[src/rtl/fifo_arb_pkg.sv]
// -----------------------------------------------------------------------------
// fifo_arb_pkg
// Shared definitions for the FIFO drain arbiter: destination field width,
// arbiter state encoding and a macro that extracts the destination field
// (top DEST_W bits) from a word.
// -----------------------------------------------------------------------------
package fifo_arb_pkg;

   localparam int DEST_W = 2;

   typedef enum logic {
      ST_IDLE  = 1'b0,
      ST_GRANT = 1'b1
   } arb_state_e;

endpackage

// Destination field of a word variable of width ws (argument must be a variable).
`define FIFO_ARB_DEST(word, ws) word[(ws)-1 -: fifo_arb_pkg::DEST_W]

[src/rtl/fifo_drain_arbiter_if.sv]
// -----------------------------------------------------------------------------
// fifo_drain_arbiter_if
// Bundles the input-FIFO read side and output-FIFO write side seen by the
// drain arbiter.
//   master : the arbiter (drives in_rd, out_wr, out_data, grant, idle)
//   slave  : the FIFO banks / environment (drives in_empty, in_data,
//            out_almost_full)
// -----------------------------------------------------------------------------
interface fifo_drain_arbiter_if #(
   parameter int WORD_SIZE = 6,
   parameter int NUM_FIFO  = 4
);

   logic [NUM_FIFO-1:0]           in_empty;
   logic [NUM_FIFO*WORD_SIZE-1:0] in_data;
   logic [NUM_FIFO-1:0]           in_rd;
   logic [NUM_FIFO-1:0]           out_almost_full;
   logic [NUM_FIFO-1:0]           out_wr;
   logic [WORD_SIZE-1:0]          out_data;
   logic [1:0]                    grant;
   logic                          idle;

   modport master (
      input  in_empty, in_data, out_almost_full,
      output in_rd, out_wr, out_data, grant, idle
   );

   modport slave (
      output in_empty, in_data, out_almost_full,
      input  in_rd, out_wr, out_data, grant, idle
   );

endinterface

[src/rtl/rr_select.sv]
// -----------------------------------------------------------------------------
// rr_select
// Rotate-priority encoder: finds the first set bit of req starting at index
// start and wrapping, so start has highest priority and start-1 the lowest.
// Pure combinational.
//   req   in  4  request vector
//   start in  2  highest-priority index
//   found out 1  any request set
//   index out 2  selected request (== start when none found)
// -----------------------------------------------------------------------------
module rr_select (
   input  logic [3:0] req,
   input  logic [1:0] start,
   output logic       found,
   output logic [1:0] index
);

   logic [1:0] cand;

   // Walk offsets from farthest to nearest so the nearest hit is written last.
   // NOTE: every always_comb output gets a default first; a path that leaves a
   // variable unassigned would infer a latch.
   always_comb begin
      found = 1'b0;
      index = start;
      cand  = start;
      for (int k = 3; k >= 0; k--) begin
         cand = start + 2'(k);
         if (req[cand]) begin
            found = 1'b1;
            index = cand;
         end
      end
   end

endmodule

[src/rtl/fifo_drain_arbiter.sv]
// -----------------------------------------------------------------------------
// fifo_drain_arbiter
// Drains NUM_FIFO first-word-fall-through input FIFOs, routes each word by its
// destination field (top 2 bits) to one of NUM_FIFO output FIFOs through a
// one-stage output register. Round-robin with a per-grant burst limit; a
// source is eligible only if its head's destination is not almost_full.
//
// Ports
//   clk       in   rising-edge clock
//   reset     in   asynchronous, active-high
//   bus       master modport of fifo_drain_arbiter_if:
//               in_empty/in_data/out_almost_full in, in_rd (comb) out,
//               out_wr/out_data/grant/idle (registered) out
//   word_cnt  out  NUM_FIFO*8, per-output saturating push counters
//                  (only when DRAIN_STATS_EN is defined)
//
// Optional feature macro: DRAIN_STATS_EN
// -----------------------------------------------------------------------------
module fifo_drain_arbiter
   import fifo_arb_pkg::*;
#(
   parameter int WORD_SIZE = 6,
   parameter int NUM_FIFO  = 4,
   parameter int BURST     = 4
) (
   input logic                 clk,
   input logic                 reset,
   fifo_drain_arbiter_if.master bus
`ifdef DRAIN_STATS_EN
   ,
   output logic [NUM_FIFO*8-1:0] word_cnt
`endif
);

   localparam logic [3:0] BURST_LIM = 4'(BURST);

   // Registered state
   arb_state_e           state_q, state_d;
   logic [1:0]           grant_q, grant_d;
   logic [3:0]           burst_cnt_q, burst_cnt_d;
   logic [NUM_FIFO-1:0]  out_wr_q, out_wr_d;
   logic [WORD_SIZE-1:0] out_data_q, out_data_d;
   logic                 idle_q, idle_d;

   // Combinational
   logic [WORD_SIZE-1:0] head [NUM_FIFO];
   logic [NUM_FIFO-1:0]  eligible;
   logic [1:0]           rr_start;
   logic                 rr_found;
   logic [1:0]           rr_index;
   logic                 keep_grant;
   logic                 pop;
   logic [1:0]           pop_idx;
   logic [WORD_SIZE-1:0] pop_word;

   always_comb begin
      eligible = '0;
      for (int i = 0; i < NUM_FIFO; i++) begin
         head[i]     = bus.in_data[i*WORD_SIZE +: WORD_SIZE];
         eligible[i] = !bus.in_empty[i] &&
                       !bus.out_almost_full[`FIFO_ARB_DEST(head[i], WORD_SIZE)];
      end
   end

   // Search starts one past the current grant; the current holder is checked
   // last, so a lone eligible source is re-granted after its burst expires.
   assign rr_start = grant_q + 2'd1;

   rr_select u_rr_select (
      .req   (eligible),
      .start (rr_start),
      .found (rr_found),
      .index (rr_index)
   );

   assign keep_grant = (state_q == ST_GRANT) && eligible[grant_q] &&
                       (burst_cnt_q < BURST_LIM);

   always_comb begin
      pop         = 1'b0;
      pop_idx     = grant_q;
      state_d     = state_q;
      grant_d     = grant_q;
      burst_cnt_d = burst_cnt_q;
      if (keep_grant) begin
         pop         = 1'b1;
         burst_cnt_d = burst_cnt_q + 4'd1;
         state_d     = ST_GRANT;
      end else if (rr_found) begin
         pop         = 1'b1;
         pop_idx     = rr_index;
         grant_d     = rr_index;
         burst_cnt_d = 4'd1;
         state_d     = ST_GRANT;
      end else begin
         state_d     = ST_IDLE;
      end

      pop_word   = head[pop_idx];
      out_wr_d   = '0;
      out_data_d = out_data_q;
      if (pop) begin
         out_wr_d   = NUM_FIFO'(1) << `FIFO_ARB_DEST(pop_word, WORD_SIZE);
         out_data_d = pop_word;
      end
      idle_d = (state_d == ST_IDLE);
   end

   // Pop strobe is combinational so the FIFO head advances on this edge;
   // suppressed during reset so nothing is consumed while flops are cleared.
   assign bus.in_rd = (pop && !reset) ? (NUM_FIFO'(1) << pop_idx) : '0;

   // NOTE: sequential state uses non-blocking assignments so every flop samples
   // the pre-edge values regardless of statement order.
   always_ff @(posedge clk or posedge reset) begin
      if (reset) begin
         state_q     <= ST_IDLE;
         grant_q     <= 2'd3;
         burst_cnt_q <= '0;
         out_wr_q    <= '0;
         out_data_q  <= '0;
         idle_q      <= 1'b1;
      end else begin
         state_q     <= state_d;
         grant_q     <= grant_d;
         burst_cnt_q <= burst_cnt_d;
         out_wr_q    <= out_wr_d;
         out_data_q  <= out_data_d;
         idle_q      <= idle_d;
      end
   end

   assign bus.out_wr   = out_wr_q;
   assign bus.out_data = out_data_q;
   assign bus.grant    = grant_q;
   assign bus.idle     = idle_q;

`ifdef DRAIN_STATS_EN
   logic [7:0] cnt_q [NUM_FIFO];
   logic [7:0] cnt_d [NUM_FIFO];

   // Count actual pushes (registered out_wr), saturating at 255.
   always_comb begin
      for (int i = 0; i < NUM_FIFO; i++) begin
         cnt_d[i] = cnt_q[i];
         if (out_wr_q[i] && (cnt_q[i] != 8'hFF)) begin
            cnt_d[i] = cnt_q[i] + 8'd1;
         end
      end
   end

   always_ff @(posedge clk or posedge reset) begin
      if (reset) begin
         for (int i = 0; i < NUM_FIFO; i++) begin
            cnt_q[i] <= '0;
         end
      end else begin
         for (int i = 0; i < NUM_FIFO; i++) begin
            cnt_q[i] <= cnt_d[i];
         end
      end
   end

   always_comb begin
      for (int i = 0; i < NUM_FIFO; i++) begin
         word_cnt[i*8 +: 8] = cnt_q[i];
      end
   end
`endif

endmodule

[src/flat_wrapper.sv]
// flat-port wrapper written by rule: the top's interface ports become plain ports
module fifo_drain_arbiter_flat import fifo_arb_pkg::*;
#(
   parameter int WORD_SIZE = 6,
   parameter int NUM_FIFO  = 4,
   parameter int BURST     = 4
)
  (clk, reset, bus_in_empty, bus_in_data, bus_out_almost_full, bus_in_rd, bus_out_wr, bus_out_data, bus_grant, bus_idle);
  fifo_drain_arbiter_if #(.WORD_SIZE(WORD_SIZE), .NUM_FIFO(NUM_FIFO)) bus_i ();
  input logic clk;
  input logic reset;
  input wire logic [$bits(bus_i.in_empty)-1:0] bus_in_empty;
  input wire logic [$bits(bus_i.in_data)-1:0] bus_in_data;
  input wire logic [$bits(bus_i.out_almost_full)-1:0] bus_out_almost_full;
  output wire logic [$bits(bus_i.in_rd)-1:0] bus_in_rd;
  output wire logic [$bits(bus_i.out_wr)-1:0] bus_out_wr;
  output wire logic [$bits(bus_i.out_data)-1:0] bus_out_data;
  output wire logic [$bits(bus_i.grant)-1:0] bus_grant;
  output wire logic [$bits(bus_i.idle)-1:0] bus_idle;
  assign bus_i.in_empty = bus_in_empty;
  assign bus_i.in_data = bus_in_data;
  assign bus_i.out_almost_full = bus_out_almost_full;
  assign bus_in_rd = bus_i.in_rd;
  assign bus_out_wr = bus_i.out_wr;
  assign bus_out_data = bus_i.out_data;
  assign bus_grant = bus_i.grant;
  assign bus_idle = bus_i.idle;
  fifo_drain_arbiter #(.WORD_SIZE(WORD_SIZE), .NUM_FIFO(NUM_FIFO), .BURST(BURST)) u_core (.clk(clk), .reset(reset), .bus(bus_i));
endmodule
[config.mk]
export PLATFORM = sky130hd
export DESIGN_NAME = fifo_drain_arbiter_flat
export DESIGN_NICKNAME = d
export VERILOG_FILES = /design/src/rtl/fifo_arb_pkg.sv /design/src/rtl/fifo_drain_arbiter_if.sv /design/src/rtl/rr_select.sv /design/src/rtl/fifo_drain_arbiter.sv /design/src/flat_wrapper.sv
export SDC_FILE = /design/constraint.sdc
export NUM_CORES = 1
export LEC_CHECK = 0
export CORE_ASPECT_RATIO = 0.7
export CORE_MARGIN = 2
export CORE_UTILIZATION = 48
export DETAILED_ROUTE_END_ITERATION = 7
export PLACE_DENSITY = 0.82
export SETUP_SLACK_MARGIN = 0.15
export SLEW_MARGIN = 5
export SYNTH_ARGS = -nofsm -noshare
export SYNTH_HDL_FRONTEND = slang
export SYNTH_SLANG_ARGS = --single-unit
[constraint.sdc]
create_clock -name clk -period 10 [get_ports clk]
set_clock_uncertainty 0.1 [all_clocks]
set_input_delay 2.5 -clock clk [delete_from_list [all_inputs] [get_ports clk]]
set_output_delay 2.5 -clock clk [all_outputs]
set_load 0.01 [all_outputs]
==> flow_summary.toml <==
[floorplanning]
die-area_mm2 = 0.00335
row_count = 16
coreArea_mm2 = 0.00278
die-height_um = 49.0
io_pins = 51
initial_utilization = 0.499
fp.dieW_um = 68.3

[yosys]
synth_area_leaders = "dfrtp_1 27%, mux2i_1 6.5%, dfstp_2 5.7%, nor3_1 3.2%, o21ai_0 3.2%"
ys_types = 57
syn-num-nets = 180
synth_async_sr_flop_share = 1.00
yosysTopAreaCellShare = 0.270
synth_flop_cell = "dfrtp_1"
synth_enable_flop_cells = 0
yosys_warnings = 0
syn_area_mm2 = 0.00139
synth_largest_area_cell = "dfrtp_1"
yosysSeqAreaShare = 0.327
netlist_instances = 145
synth_area_per_cell_um2 = 9.58
synth-seq-cells = 18

[cells_and_area]
finish.instance_area_mm2 = 0.00197
nets = 232
multi_input_area_um2 = 885
stdcell_count = 232
regArea_um2 = 454
fill_cells = 202
area_delta_synth_final_pct = 42.1
antennaDiodeCount = 0
drive_gt1_frac = 0.158

[cts]
clkSinkCount = 18
cts_tree = "built"
root_buffer = "clkbuf_8"
clkLatencyLatePin_ns = 0.26
cts_hold_buf = 0
post-cts-setup-buffers = 0
cts-buffers-inserted = 3
cts_htree_levels = 1
cts_buffer_depth = 2
cts_resized = 0
clk_pin_slew_ns = 0.06

[critical_path]
cp_data_arrival_time_ns = 5.95
startpoint_type = "primary input"
worst-path-max-fanout = 11
end_kind = "output pin"
required_ns = 7.40
crit_type = "primary input to output pin"

[sta]
post-route-period-util = 0.855
rsz0062_at_grt = "no"
slew_viol_final = 0
max_slew_margin = 0.546
final.min_clock_period_ns = 8.55
fin_tns_setup_ns = 0
hold_viol = 0
worst_pin_slew_ns = 0.680
holdWs_ns = 0.381
setup_viol_count_final = 0
max_freq_mhz = 117

[detailed_routing]
wirelength_mm = 3.97
drtIter0Drc = 93
via_per_inst = 6.00
remaining_drc_errors = 0
first_pass_iters = 4
drt.antenna.violating_nets = 0
vias = 1392
wl_per_cell_um = 17.1

[power]
irDropWorstVdd_uv = 140
seqPwrFrac = 0.248
p_int_w = 0.000300
switching_share = 0.437
clkPwrFrac = 0.113
switching_power_w = 0.000233
powerDensity_mw_per_mm2 = 270
power_leakage_nw = 0.796
power_w = 0.000532
power_frac_comb = 0.639

[placed_design]
io_buffers = 50
place_area_mm2 = 0.00192
dpl.hpwl_mm = 2.98
place.gp.congestion = 0.903
placed_cells_incl_taps = 228

[status]
status = "finished, final reports clean"

[global_route]
antenna_found_initial = 0
overflow = 0
grt_pass1_vias = 1348
grt_max_degree = 19
grt_usage = 0.260
grt_pass1_wl_mm = 6.58

[min_path]
worstHoldPathType = "register to register"

[run]
drv_cap = 0
## critical path, cell delays in order
cell             delay [ns]
clkdlybuf4s50_1        0.59
mux2_2                 0.41
o22ai_4                0.23
o22ai_2                0.13
nor4_4                 0.48
nor3_2                 0.18
nor2_2                 0.47
inv_2                  0.16
nor3_1                 0.21
clkdlybuf4s50_1        0.56
## worst paths after layout
check / startpoint / endpoint / slack [ns] / cells past startpoint
max: bus_in_data[22] / bus_in_rd[0] / 1.45 / 10
min: u_core.burst_cnt_q[0]$_DFFE_PP0P_ / u_core.burst_cnt_q[0]$_DFFE_PP0P_ / 0.38 / 1
max reg2reg: u_core.bus.grant[1]$_DFF_PP1_ / u_core.bus.out_wr[3]$_DFF_PP0_ / 7.08 / 9
min reg2reg: u_core.burst_cnt_q[0]$_DFFE_PP0P_ / u_core.burst_cnt_q[0]$_DFFE_PP0P_ / 0.38 / 1
max in group asynchronous: reset / u_core.burst_cnt_q[1]$_DFFE_PP0P_ / 6.69 / 2
min in group asynchronous: reset / u_core.bus.out_wr[1]$_DFF_PP0_ / 2.67 / 2
## power groups by stage
stage / clock [W] / sequential (W) / combinational [W]
finish: 0.0000602 / 0.000132 / 0.000340
global route: 0.0000649 / 0.000136 / 0.000368
CTS: 0.0000622 / 0.000132 / 0.000338
detailed placement: 0 / 0.000133 / 0.000332
global placement: 0 / 0.000131 / 0.000326
floorplan: 0 / 0.000135 / 0.000224
## registers in the layout, summed over array words and instances (netlist names)
name	cells
u_core.bus.grant	2
u_core.burst_cnt_q	4
u_core.bus.out_wr	4
u_core.bus.out_data	6
u_core.state_q	1
u_core.bus.idle	1
## final cells by class
type | instances | area share
Sequential cell | 18 | 0.230
Timing Repair Buffer | 51 | 0.257
Multi-Input combinational cell | 116 | 0.448
Tap cell | 36 | 0.0228
Inverter | 7 | 0.0133
Clock buffer | 4 | 0.0279
## kinds of logic after synthesis
group           after synthesis  share of synthesized area
simple gates                 52                      0.220
fa+ha+maj                     1                    0.00901
compound gates               49                      0.292
buf+inv                      11                     0.0360
flops                        18                      0.327
mux                          14                      0.116
## metrics by stage
stage | utilization | setup WS [ns]
after CTS | 0.709 | 1.46
after global routing | 0.709 | 1.19
after global placement | 0.689 | 1.61
after detailed placement | 0.689 | 1.53
after floorplan | - | 2.93
final | 0.709 | 1.45
## routing by layer
metal  part of all wire  global-route usage
met3              0.051              0.0647
met1               0.45               0.362
met5                  0                   0
met2               0.48               0.398
met4              0.020              0.0733
## placed cells by master, fill, tap and decap left out, types with 3 or more instances in the layout
cell type / netlist / routed
a21o_1: 4 / 4
o211ai_1: 4 / 4
dfstp_2: 3 / 3
a22o_1: 3 / 3
clkdlybuf4s50_1: 0 / 50
mux2i_1: 9 / 9
nor2_1: 5 / 5
nand2_1: 12 / 12
nand3_1: 4 / 4
clkbuf_8: 0 / 4
nor3_1: 9 / 9
a21oi_1: 4 / 4
nand2b_1: 3 / 3
inv_1: 5 / 5
o21ai_0: 9 / 9
dfrtp_1: 15 / 15
## cells in the mapped netlist (3+ instances only)
cell	n
o211ai_1	4
nand2b_1	3
inv_1	5
nor3_1	9
a21o_1	4
nor2_1	5
mux2i_1	9
dfrtp_1	15
nand2_1	12
o21ai_0	9
dfstp_2	3
nand3_1	4
a22o_1	3
a21oi_1	4
No activity file was read; power rests on OpenSTA's default activity.
==> edit 1 (same flow settings) <==
`out_data_q` no longer has a reset.
--- a/src/rtl/fifo_drain_arbiter.sv
+++ b/src/rtl/fifo_drain_arbiter.sv
@@ -119,5 +119,4 @@
          burst_cnt_q <= '0;
          out_wr_q    <= '0;
-         out_data_q  <= '0;
          idle_q      <= 1'b1;
       end else begin
@@ -126,7 +125,10 @@
          burst_cnt_q <= burst_cnt_d;
          out_wr_q    <= out_wr_d;
-         out_data_q  <= out_data_d;
          idle_q      <= idle_d;
       end
+   end
+
+   always_ff @(posedge clk) begin
+      out_data_q <= out_data_d;
    end
 
Check against the original RTL: not equivalent (a bounded check fails within 4 cycles, from zero or initial values and one cycle with reset high).
==> edit 1 against the unedited design <==
Non-clock buffer count decreased by 1; area after synthesis decreased by 15%; critical path depth decreased by 2; routed wire length decreased by 34%; sequential cell count unchanged; power decreased by 22%; design area decreased by 12%; setup slack improved by 570 ps; sequential power about the same; worst hold slack improved by 8.2 ps; clock power decreased by 40%.
==> edit 1: results (changes against the unedited design) <==
| Metric | Value |
|---|---|
| Synth async-reset ratio | 66.67% (was 100.0%) |
| Top cells by area, synth | dfrtp_1 (19%), edfxtp_1 (15%), mux2i_1 (10%), dfstp_2 (6.7%), a2bb2oi_4 (4.4%) (was dfrtp_1 (27%), mux2i_1 (6.5%), dfstp_2 (5.7%), nor3_1 (3.2%), o21ai_0 (3.2%)) |
| VDD IR-drop max | 0.0001032 V (was 0.0001401 V) |
| Final nets | 190 (was 232) |
| DRT Wirelength | 2607 um (was 3969 um) |
| Root Buffer | clkbuf_4 (was clkbuf_8) |
| Status | finished, final reports clean (unchanged) |
| Register area share after synthesis | 40.87% (was 32.70%) |
| Routing usage on met3 | 1.733% (was 6.467%) |
| Static Leak | 0.6974 nW (was 0.7962 nW) |
| Max incr delay on CP | 530 ps (was 590 ps) |
| Worst-Skew Late Latency | 290 ps (was 260 ps) |
| CP max FO | 15 (was 11) |
| R2R setup slack | 7120 ps (was 7080 ps) |
| Critical Path End | bus_in_rd[3] (was bus_in_rd[0]) |
| Placement-stage cell area | 1712 um^2 (was 1918 um^2) |
| Met1 GRT Util | 26.18% (was 36.19%) |
| Hold WS | 389.3 ps (was 381.1 ps) |
| Initial DRC count | 36 (was 93) |
| Vias per cell | 5.117 (was 6.000) |
| Top cells by count, synth | mux2i_1 (12), nand2_1 (10), dfrtp_1 (9) (was dfrtp_1 (15), nand2_1 (12), mux2i_1 (9), nor3_1 (9), o21ai_0 (9)) |
| Metal2 WL | 1238 um (was 1915 um) |
| DR WL/cell | 13.87 um (was 17.11 um) |
| Post-DP HPWL | 2091 um (was 2984 um) |
| Pin count of the biggest net entering global routing | 18 (was 19) |
| Routed met3 length | 111 um (was 201 um) |
edit 1: cell families after synthesis:
logic type,count (synthesis),share of synthesized area [%]
AND/OR/NAND/NOR,38,18.16
multiplexers,20,21.54
AO/OA/AOI/OAI,19,15.73
flip-flops,18,40.87
buffers and inverters,7,2.639
adder cells (fa/ha/maj),1,1.056
edit 1: area by class of cell:
cell class	count	area [um^2]
inverters	4	15.01
fillers	191	664.4
repair buffers	50	500.5
well taps	34	42.54
multi-input cells	78	669.4
clock buffers	4	26.28
flip-flops and latches	18	484.2
edit 1: report_power, final:
| group | total, W | leakage, nW | switching, W | internal, W |
|---|---|---|---|---|
| sequential | 0.000132 | 0.207 | 0.0000187 | 0.000114 |
| clock | 0.0000362 | 0.0150 | 0.0000207 | 0.0000155 |
| combinational | 0.000249 | 0.475 | 0.000118 | 0.000131 |
| total | 0.000418 | 0.697 | 0.000157 | 0.000260 |
==> edit 2 (same flow settings) <==
Made on the original files. `WORD_SIZE` is set to 6 in 3 places; all go to 3.
--- a/src/rtl/fifo_drain_arbiter_if.sv
+++ b/src/rtl/fifo_drain_arbiter_if.sv
@@ -8,5 +8,5 @@
 // -----------------------------------------------------------------------------
 interface fifo_drain_arbiter_if #(
-   parameter int WORD_SIZE = 6,
+   parameter int WORD_SIZE = 3,
    parameter int NUM_FIFO  = 4
 );
--- a/src/rtl/fifo_drain_arbiter.sv
+++ b/src/rtl/fifo_drain_arbiter.sv
@@ -20,5 +20,5 @@
    import fifo_arb_pkg::*;
 #(
-   parameter int WORD_SIZE = 6,
+   parameter int WORD_SIZE = 3,
    parameter int NUM_FIFO  = 4,
    parameter int BURST     = 4
--- a/src/flat_wrapper.sv
+++ b/src/flat_wrapper.sv
@@ -2,5 +2,5 @@
 module fifo_drain_arbiter_flat import fifo_arb_pkg::*;
 #(
-   parameter int WORD_SIZE = 6,
+   parameter int WORD_SIZE = 3,
    parameter int NUM_FIFO  = 4,
    parameter int BURST     = 4
Interface: changed (resized bus_in_data and bus_out_data); port bits go from 51 to 36. The function was not compared with the original's and may differ.
==> edit 2 against the unedited design <==
Worst hold slack better by 7.8 ps; area after synthesis is 14% lower; power is 21% lower; routed wire length is 17% lower; global-route usage is 1.1 points lower; design area is 19% lower; combinational power is 18% lower; synthesized cell count is 15% lower; first-iteration DRC count is 8.6% lower; core utilization is 4.3 points lower; sequential cell count is 3 lower; count of clock-buffer cells in the layout is 1 lower; setup slack better by 110 ps; highest routed layer unchanged.
==> edit 2: results (changes against the unedited design) <==
| Metric | Value |
|---|---|
| Initial DRC count | 85 (was 93) |
| Tot GR Track Use | 24.94% (was 26.01%) |
| Critical path startpoint | bus_in_data[1] (was bus_in_data[22]) |
| Reg2reg end | u_core.bus.out_wr[0] (was u_core.bus.out_wr[3]) |
| Internal | 0.0002258 W (was 0.0002996 W) |
| Final nets | 184 (was 232) |
| R2r worst-path depth | 8 (was 9) |
| Routed met3 length | 182 um (was 201 um) |
| Combinational share of power | 66.0% (was 63.9%) |
| VDD IR-drop max | 0.0001204 V (was 0.0001401 V) |
| Register area share after synthesis | 31.73% (was 32.70%) |
| Met1 GRT Util | 31.73% (was 36.19%) |
| Syn nets | 146 (was 180) |
| Final Power | 0.0004207 W (was 0.0005322 W) |
| CP arrival | 5830 ps (was 5950 ps) |
| Vias in the first global route | 1133 (was 1348) |
| Status | finished, final reports clean (unchanged) |
| Worst-path clk slew | 90 ps (was 60 ps) |
| Wl on met1 | 1391 um (was 1773 um) |
| Placed cells | 190 (was 228) |
| Vias per cell | 6.062 (was 6.000) |
| CP max FO | 8 (was 11) |
| Static Leak | 0.5942 nW (was 0.7962 nW) |
| Critical Path End | bus_in_rd[2] (was bus_in_rd[0]) |
| Root Buffer | clkbuf_4 (was clkbuf_8) |
| DRT Wirelength | 3287 um (was 3969 um) |
| Crit share post-route | 84.35% (was 85.48%) |
## edit 2: cell types whose count changed in the layout (fill, tap and decap cells not counted), moves of 4 or more
| cell | delta |
|---|---|
| clkbuf_8 | -4 |
| nor4_1 | +4 |
| nor2_1 | +6 |
| mux2i_1 | -8 |
| clkdlybuf4s50_1 | -15 |
| nand2_1 | -6 |
| a21o_1 | -4 |
| nor3_1 | -6 |
| o211ai_1 | -4 |
## edit 2: kinds of logic after synthesis
kind of cell | after synthesis | share of synthesized area (%)
AND/OR/NAND/NOR | 48 | 23.04
AO/OA/AOI/OAI | 45 | 31.21
flip-flops | 15 | 31.73
buffers and inverters | 8 | 3.664
multiplexers | 6 | 9.320
adder cells (fa/ha/maj) | 1 | 1.047
## edit 2: critical path, cell delays in order
cell and delay [ps]:
clkdlybuf4s50_1 510, mux4_2 570, nor2_2 230, o21ai_0 120, and3_2 240, o31a_4 300
nor2_2 290, inv_2 110, nor4_1 340, clkdlybuf4s50_1 620
## edit 2: cell type report
| cell class | count | area, um^2 | share of cell area (%) |
|---|---|---|---|
| timing repair buffer | 35 | 350.3 | 21.91 |
| multi-input combinational | 100 | 772.0 | 48.28 |
| clock buffer | 3 | 22.52 | 1.408 |
| tap | 34 | 42.54 | 2.660 |
| inverter | 6 | 27.53 | 1.721 |
| sequential | 15 | 379.1 | 23.71 |
| clock inverter | 1 | 5.005 | 0.3130 |
## edit 2: worst min path at each step
stage | slack, ps | cells after the start | endpoint
2_1_floorplan | 350 | 1 | u_core.burst_cnt_q[3]
3_3_place_gp | 370 | 1 | u_core.burst_cnt_q[0]
3_5_place_dp | 380 | 1 | u_core.burst_cnt_q[0]
4_1_cts | 390 | 1 | u_core.burst_cnt_q[0]
5_1_grt | 420 | 1 | u_core.burst_cnt_q[0]
6_report | 390 | 1 | u_core.burst_cnt_q[0]
